## config.mk

```make
export PLATFORM = sky130hd
export DESIGN_NAME = cla_seq_adder_flat
export DESIGN_NICKNAME = d
export VERILOG_FILES = /design/src/rtl/cla_seq_adder_pkg.sv /design/src/rtl/cla_seq_adder_if.sv /design/src/rtl/cla_seq_adder_lcu.sv /design/src/rtl/cla_seq_adder.sv /design/src/flat_wrapper.sv
export SDC_FILE = /design/constraint.sdc
export NUM_CORES = 1
export LEC_CHECK = 0
export CORE_MARGIN = 8
export CORE_UTILIZATION = 52
export CTS_BUF_LIST = sky130_fd_sc_hd__clkbuf_2
export CTS_CLUSTER_DIAMETER = 40
export DETAILED_ROUTE_END_ITERATION = 10
export PLACE_DENSITY_LB_ADDON = 0.12
export REMOVE_ABC_BUFFERS = 1
export SLEW_MARGIN = 10
export SYNTH_ARGS = -nofsm -noshare
export SYNTH_HDL_FRONTEND = slang
export SYNTH_SLANG_ARGS = --single-unit
```

## constraint.sdc

```tcl
create_clock -name clk -period 3.3 [get_ports clk]
set_input_delay 0.495 -clock clk [delete_from_list [all_inputs] [get_ports clk]]
set_output_delay 0.495 -clock clk [all_outputs]
set_load 0.01 [all_outputs]
```

## src/rtl/cla_seq_adder_pkg.sv

```systemverilog
// Shared definitions for the sequential lookahead adder: FSM state encoding
// and the index-counter width helper.
package cla_pkg;

  typedef enum logic [1:0] {
    ST_IDLE = 2'd0,
    ST_RUN  = 2'd1,
    ST_DONE = 2'd2
  } state_t;

  // Width of a counter that must hold 0..n-1; never narrower than one bit.
  function automatic int idx_width(input int n);
    return (n < 2) ? 1 : $clog2(n);
  endfunction

endpackage

```

## src/rtl/cla_seq_adder_if.sv

```systemverilog
// Handshake/operand bundle between a controlling datapath (master) and the
// sequential adder (slave). The ovf signal exists only with CLA_OVF_EN.
interface cla_seq_adder_if #(
  parameter int WIDTH = 16
);

  logic             start;
  logic [WIDTH-1:0] a;
  logic [WIDTH-1:0] b;
  logic             cin;
  logic             busy;
  logic             done;
  logic [WIDTH-1:0] sum;
  logic             cout;
`ifdef CLA_OVF_EN
  logic             ovf;

  modport master (output start, a, b, cin, input busy, done, sum, cout, ovf);
  modport slave  (input start, a, b, cin, output busy, done, sum, cout, ovf);
`else
  modport master (output start, a, b, cin, input busy, done, sum, cout);
  modport slave  (input start, a, b, cin, output busy, done, sum, cout);
`endif

endinterface

```

## src/rtl/cla_seq_adder_lcu.sv

```systemverilog
// Flat lookahead carry unit for one CHUNK-wide slice: every carry is a
// two-level sum of products of g/p and the slice carry-in.
module cla_lcu #(
  parameter int CHUNK = 4
) (
  input  logic [CHUNK-1:0] i_g,
  input  logic [CHUNK-1:0] i_p,
  input  logic             i_c0,
  output logic [CHUNK:1]   o_c,
  output logic             o_grp_g,
  output logic             o_grp_p
);

  // c_{top+1} = g_top | p_top&g_{top-1} | ... | p_top..p_0 & c0
  function automatic logic la_carry(input logic [CHUNK-1:0] g,
                                    input logic [CHUNK-1:0] p,
                                    input logic             c0,
                                    input int               top);
    logic prop;
    logic res;
    prop = 1'b1;
    res  = 1'b0;
    for (int j = CHUNK - 1; j >= 0; j--) begin
      if (j <= top) begin
        res  = res | (prop & g[j]);
        prop = prop & p[j];
      end
    end
    return res | (prop & c0);
  endfunction

  always_comb begin
    o_c = '0;
    for (int i = 0; i < CHUNK; i++) begin
      o_c[i+1] = la_carry(i_g, i_p, i_c0, i);
    end
  end

  assign o_grp_g = la_carry(i_g, i_p, 1'b0, CHUNK - 1);
  assign o_grp_p = &i_p;

endmodule

```

## src/rtl/cla_seq_adder.sv

```systemverilog
// Multi-cycle adder: one CHUNK-bit slice per clock through a pfa row and a
// flat LCU, carry registered between slices. Optional ovf via CLA_OVF_EN.
module cla_seq_adder
  import cla_pkg::*;
#(
  parameter int WIDTH = 16,
  parameter int CHUNK = 4
) (
  input  logic            clk,
  input  logic            rst,
  cla_seq_adder_if.slave  bus
);

  localparam int NCHUNK = WIDTH / CHUNK;
  localparam int IDXW   = idx_width(NCHUNK);
  localparam logic [IDXW-1:0] LAST_IDX = IDXW'(NCHUNK - 1);

  state_t           r_state;
  state_t           w_state_nxt;
  logic [WIDTH-1:0] r_a;
  logic [WIDTH-1:0] r_b;
  logic [WIDTH-1:0] r_sum;
  logic             r_carry;
  logic             r_cout;
  logic [IDXW-1:0]  r_idx;

  int               w_base;
  logic [CHUNK-1:0] w_a_sl;
  logic [CHUNK-1:0] w_b_sl;
  logic [CHUNK-1:0] w_p;
  logic [CHUNK-1:0] w_g;
  logic [CHUNK-1:0] w_s;
  logic [CHUNK:1]   w_c;
  logic [CHUNK:0]   w_cc;
  logic             w_grp_g;
  logic             w_grp_p;
  logic             w_carry_out;
  logic             w_last;

  assign w_base = int'(r_idx) * CHUNK;
  assign w_a_sl = r_a[w_base +: CHUNK];
  assign w_b_sl = r_b[w_base +: CHUNK];

  assign w_p = w_a_sl ^ w_b_sl;
  assign w_g = w_a_sl & w_b_sl;

  cla_lcu #(.CHUNK(CHUNK)) u_lcu (
    .i_g     (w_g),
    .i_p     (w_p),
    .i_c0    (r_carry),
    .o_c     (w_c),
    .o_grp_g (w_grp_g),
    .o_grp_p (w_grp_p)
  );

  assign w_cc        = {w_c, r_carry};
  assign w_s         = w_p ^ w_cc[CHUNK-1:0];
  assign w_carry_out = w_grp_g | (w_grp_p & r_carry);
  assign w_last      = (r_idx == LAST_IDX);

  always_ff @(posedge clk or posedge rst) begin
    if (rst) r_state <= ST_IDLE;
    else     r_state <= w_state_nxt;
  end

  always_comb begin
    w_state_nxt = r_state;
    case (r_state)
      ST_IDLE: if (bus.start) w_state_nxt = ST_RUN;
      ST_RUN:  if (w_last)    w_state_nxt = ST_DONE;
      ST_DONE: w_state_nxt = ST_IDLE;
      default: w_state_nxt = ST_IDLE;
    endcase
  end

  assign bus.busy = (r_state == ST_RUN);
  assign bus.done = (r_state == ST_DONE);
  assign bus.sum  = r_sum;
  assign bus.cout = r_cout;

  always_ff @(posedge clk or posedge rst) begin
    if (rst) begin
      r_a     <= '0;
      r_b     <= '0;
      r_sum   <= '0;
      r_carry <= 1'b0;
      r_cout  <= 1'b0;
      r_idx   <= '0;
    end else begin
      case (r_state)
        ST_IDLE: begin
          if (bus.start) begin
            r_a     <= bus.a;
            r_b     <= bus.b;
            r_carry <= bus.cin;
            r_sum   <= '0;
            r_idx   <= '0;
          end
        end
        ST_RUN: begin
          r_sum[w_base +: CHUNK] <= w_s;
          r_carry                <= w_carry_out;
          r_idx                  <= w_last ? '0 : r_idx + 1'b1;
          if (w_last) r_cout <= w_carry_out;
        end
        default: ;
      endcase
    end
  end

`ifdef CLA_OVF_EN
  logic r_ovf;

  // Signed overflow: carry into the MSB differs from carry out of it.
  always_ff @(posedge clk or posedge rst) begin
    if (rst)                             r_ovf <= 1'b0;
    else if (r_state == ST_RUN && w_last) r_ovf <= w_cc[CHUNK-1] ^ w_cc[CHUNK];
  end

  assign bus.ovf = r_ovf;
`else
  logic w_unused_msb_c;
  assign w_unused_msb_c = w_cc[CHUNK];
`endif

endmodule

```

## src/flat_wrapper.sv

```systemverilog
// flat-port wrapper written by rule: the top's interface ports become plain ports
module cla_seq_adder_flat import cla_pkg::*;
#(
  parameter int WIDTH = 16,
  parameter int CHUNK = 4
)
  (clk, rst, bus_start, bus_a, bus_b, bus_cin, bus_busy, bus_done, bus_sum, bus_cout);
  cla_seq_adder_if #(.WIDTH(WIDTH)) bus_i ();
  input  logic clk;
  input  logic rst;
  input wire logic [$bits(bus_i.start)-1:0] bus_start;
  input wire logic [$bits(bus_i.a)-1:0] bus_a;
  input wire logic [$bits(bus_i.b)-1:0] bus_b;
  input wire logic [$bits(bus_i.cin)-1:0] bus_cin;
  output wire logic [$bits(bus_i.busy)-1:0] bus_busy;
  output wire logic [$bits(bus_i.done)-1:0] bus_done;
  output wire logic [$bits(bus_i.sum)-1:0] bus_sum;
  output wire logic [$bits(bus_i.cout)-1:0] bus_cout;
  assign bus_i.start = bus_start;
  assign bus_i.a = bus_a;
  assign bus_i.b = bus_b;
  assign bus_i.cin = bus_cin;
  assign bus_busy = bus_i.busy;
  assign bus_done = bus_i.done;
  assign bus_sum = bus_i.sum;
  assign bus_cout = bus_i.cout;
  cla_seq_adder #(.WIDTH(WIDTH), .CHUNK(CHUNK)) u_core (.clk(clk), .rst(rst), .bus(bus_i));
endmodule
```

==> results.sh <==
export IMPL_n_antenna_cell=0
export IMPL_grt_pass1_wl_um=9270
export IMPL_max_freq_ghz=0.342
export IMPL_firstDrtPassIters=4
export IMPL_regToRegSetupSlack_ps=380
export IMPL_cts_root_buf="clkbuf_2"
export IMPL_setup_viol=0
export IMPL_crit_fanout=15
export IMPL_maxCapViolations=0
export IMPL_num_vias=1675
export IMPL_worstSkewPairLatency_ps=430
export IMPL_outcome="complete, no violations"
export IMPL_dieArea_um2=7370
export IMPL_slew_headroom=0.276
export IMPL_wl_met1_um=2300
export IMPL_total_power_mw=3.40
export IMPL_nFillCells=332
export IMPL_startpoint_type="flip-flop"
export IMPL_critPathArrivalTime_ps=3310
export IMPL_synth_edf_count=0
export IMPL_dr_wl_met3_um=339
export IMPL_die_w_um=85.9
export IMPL_worstMarginPinSlew_ps=1080
export IMPL_die_height_um=85.9
export IMPL_areaGrowthSynthToFinish_pct=25.4
export IMPL_clk_path_buf_depth=2
export IMPL_grtUsageTotal=0.160
export IMPL_ys_warn_count=0
export IMPL_nets=280
export IMPL_io_buffers=54
export IMPL_drt_antenna_violating_nets=0
export IMPL_post_synth_inst_count=178
export IMPL_post_cts_buffers=0
export IMPL_syn_area_um2=2540
export IMPL_cp_required_ps=3690
export IMPL_drive_gt1_frac=0.218
export IMPL_top_layer_used="met4"
export IMPL_cts_tree="built"
export IMPL_layout_common_cells="clkdlybuf4s50_1 (54), dfrtp_1 (54), mux2_2 (30), a22o_1 (16), ha_1 (9)"
export IMPL_gp_congestion=0.816
export IMPL_peakVddDrop_mv=0.537
export IMPL_drv_slew=0
export IMPL_utilization=0.674
export IMPL_leakagePower_nw=1.35
export IMPL_clkTransAtPathRegs_ps=240
export IMPL_dr_wl_met2_um=2730
export IMPL_cts_buffers=5
export IMPL_synth_main_ff_cell="dfrtp_1"
export IMPL_min_path_type="flip-flop to flip-flop"
export IMPL_dpl_hpwl_um=4150
export IMPL_min_period_ps=2920
export IMPL_async_flop_share=1.00
export IMPL_yosysSeqAreaShare=0.533
export IMPL_netlist_top_cells_area="dfrtp_1 (53%), mux2_2 (13%), mux4_2 (7.1%)"
export IMPL_rr_endpoint="u_core.bus.sum[15]"
export IMPL_crit_end="u_core.bus.sum[15]"
export IMPL_grt_ovfl_total=0
export IMPL_wl_um=5480
export IMPL_synth_distinct_cells=32
export IMPL_yosys_register_bits=54
export IMPL_core_um2=4720
export IMPL_rows=25
export IMPL_dr_first_iter_drc_count=90
export IMPL_vias_per_cell=5.56
export IMPL_rsz0062_at_grt="no"
export IMPL_clock_sinks=54
export IMPL_tns_ps=0
export IMPL_synth_top_area_share=0.533
export IMPL_antenna_found_initial=0
export IMPL_syn_avg_cell_area_um2=14.3
export IMPL_r2r_start="u_core.r_idx[0]"
export IMPL_cts_hold_buffers=0
export IMPL_stdcell_area_um2=3180
export IMPL_initial_core_util=0.537
export IMPL_placed_area_um2=3120
export IMPL_finalHoldViolCount=0
export IMPL_cts_htree_levels=2
export IMPL_grt_pass1_vias=1880
export IMPL_skew_ps=9.37
export IMPL_ff2ff_path_depth=6
export IMPL_drc=0
export IMPL_cts_resized=0
export IMPL_critical_path_class="flip-flop to flip-flop"
export IMPL_critPathLaunch="u_core.r_idx[0]"
export IMPL_synth_top_area_cell="dfrtp_1"
export IMPL_p_per_area_nw_per_um2=1070
export IMPL_routedWlPerCell_um=18.2
export IMPL_post_route_period_util=0.886
export IMPL_io_pins=55
export IMPL_grt_start_max_net_pins=55
export IMPL_critPathCaptureType="flip-flop"
==> registers in the layout, summed over array words and instances, names as in the netlist <==
register,count
u_core.bus.cout,1
u_core.bus.sum,16
u_core.r_a,16
u_core.r_b,16
u_core.r_carry,1
u_core.r_idx,2
u_core.r_state,2
==> per-layer routing <==
metal,global-route usage,up-vias
li1,-,773
met1,0.184,834
met2,0.269,54
met3,0.0525,14
met4,0.0637,0
met5,0,-
==> report_power, final <==
part           internal, mW  switching (mW)
clock                 0.122           0.190
combinational         0.940           0.925
sequential            0.960           0.265
total                  2.02            1.38
==> metrics by stage <==
stage                     setup slack, ps  hold WS (ps)  instances
after floorplan                       790           453        171
after global placement                516           477        294
after detailed placement              418           483        294
after CTS                             363           532        301
after global routing                  136           547        301
final                                 375           528        301
==> layout make-up <==
type | count | area (um^2) | area share
tap | 67 | 83.8 | 0.0263
timing repair buffer | 56 | 556 | 0.175
clock buffer | 5 | 25.0 | 0.00786
clock inverter | 2 | 33.8 | 0.0106
sequential | 54 | 1350 | 0.425
inverter | 5 | 18.8 | 0.00590
multi-input combinational | 112 | 1110 | 0.350
==> synthesized netlist by cell type (all sizes together) (2+ instances only) <==
master / number
nor2b: 2
mux2: 32
nand2b: 4
nor4: 3
dfrtp: 54
a21oi: 6
nand2: 7
a21o: 5
buf: 6
o31ai: 2
mux4: 8
a22o: 16
nor3: 4
ha: 9
nor2: 2
inv: 5
==> critical path: stages, from the launching register on <==
cell and delay, ps:
dfrtp_1 900, mux4_2 660, ha_1 340, a21oi_1 180
nor2_1 90, nor4_2 500, a22o_1 230
==> worst min-delay path by stage <==
stage	start	depth (start not counted)	endpoint
2_1_floorplan	u_core.r_a[13]	1	u_core.r_a[13]
3_3_place_gp	u_core.r_a[14]	1	u_core.r_a[14]
3_5_place_dp	u_core.r_a[14]	1	u_core.r_a[14]
4_1_cts	u_core.r_a[14]	1	u_core.r_a[14]
5_1_grt	u_core.r_a[14]	1	u_core.r_a[14]
6_report	u_core.r_a[14]	1	u_core.r_a[14]
==> cells by family after synthesis <==
logic type,count (synthesis),synth area share
flops,54,0.533
mux,40,0.213
compound gates,32,0.0957
simple gates,28,0.0715
buf+inv,12,0.0281
fa+ha+maj,10,0.0523
xor+xnor,2,0.00690
Note: power is estimated with default switching activity, not from simulation.
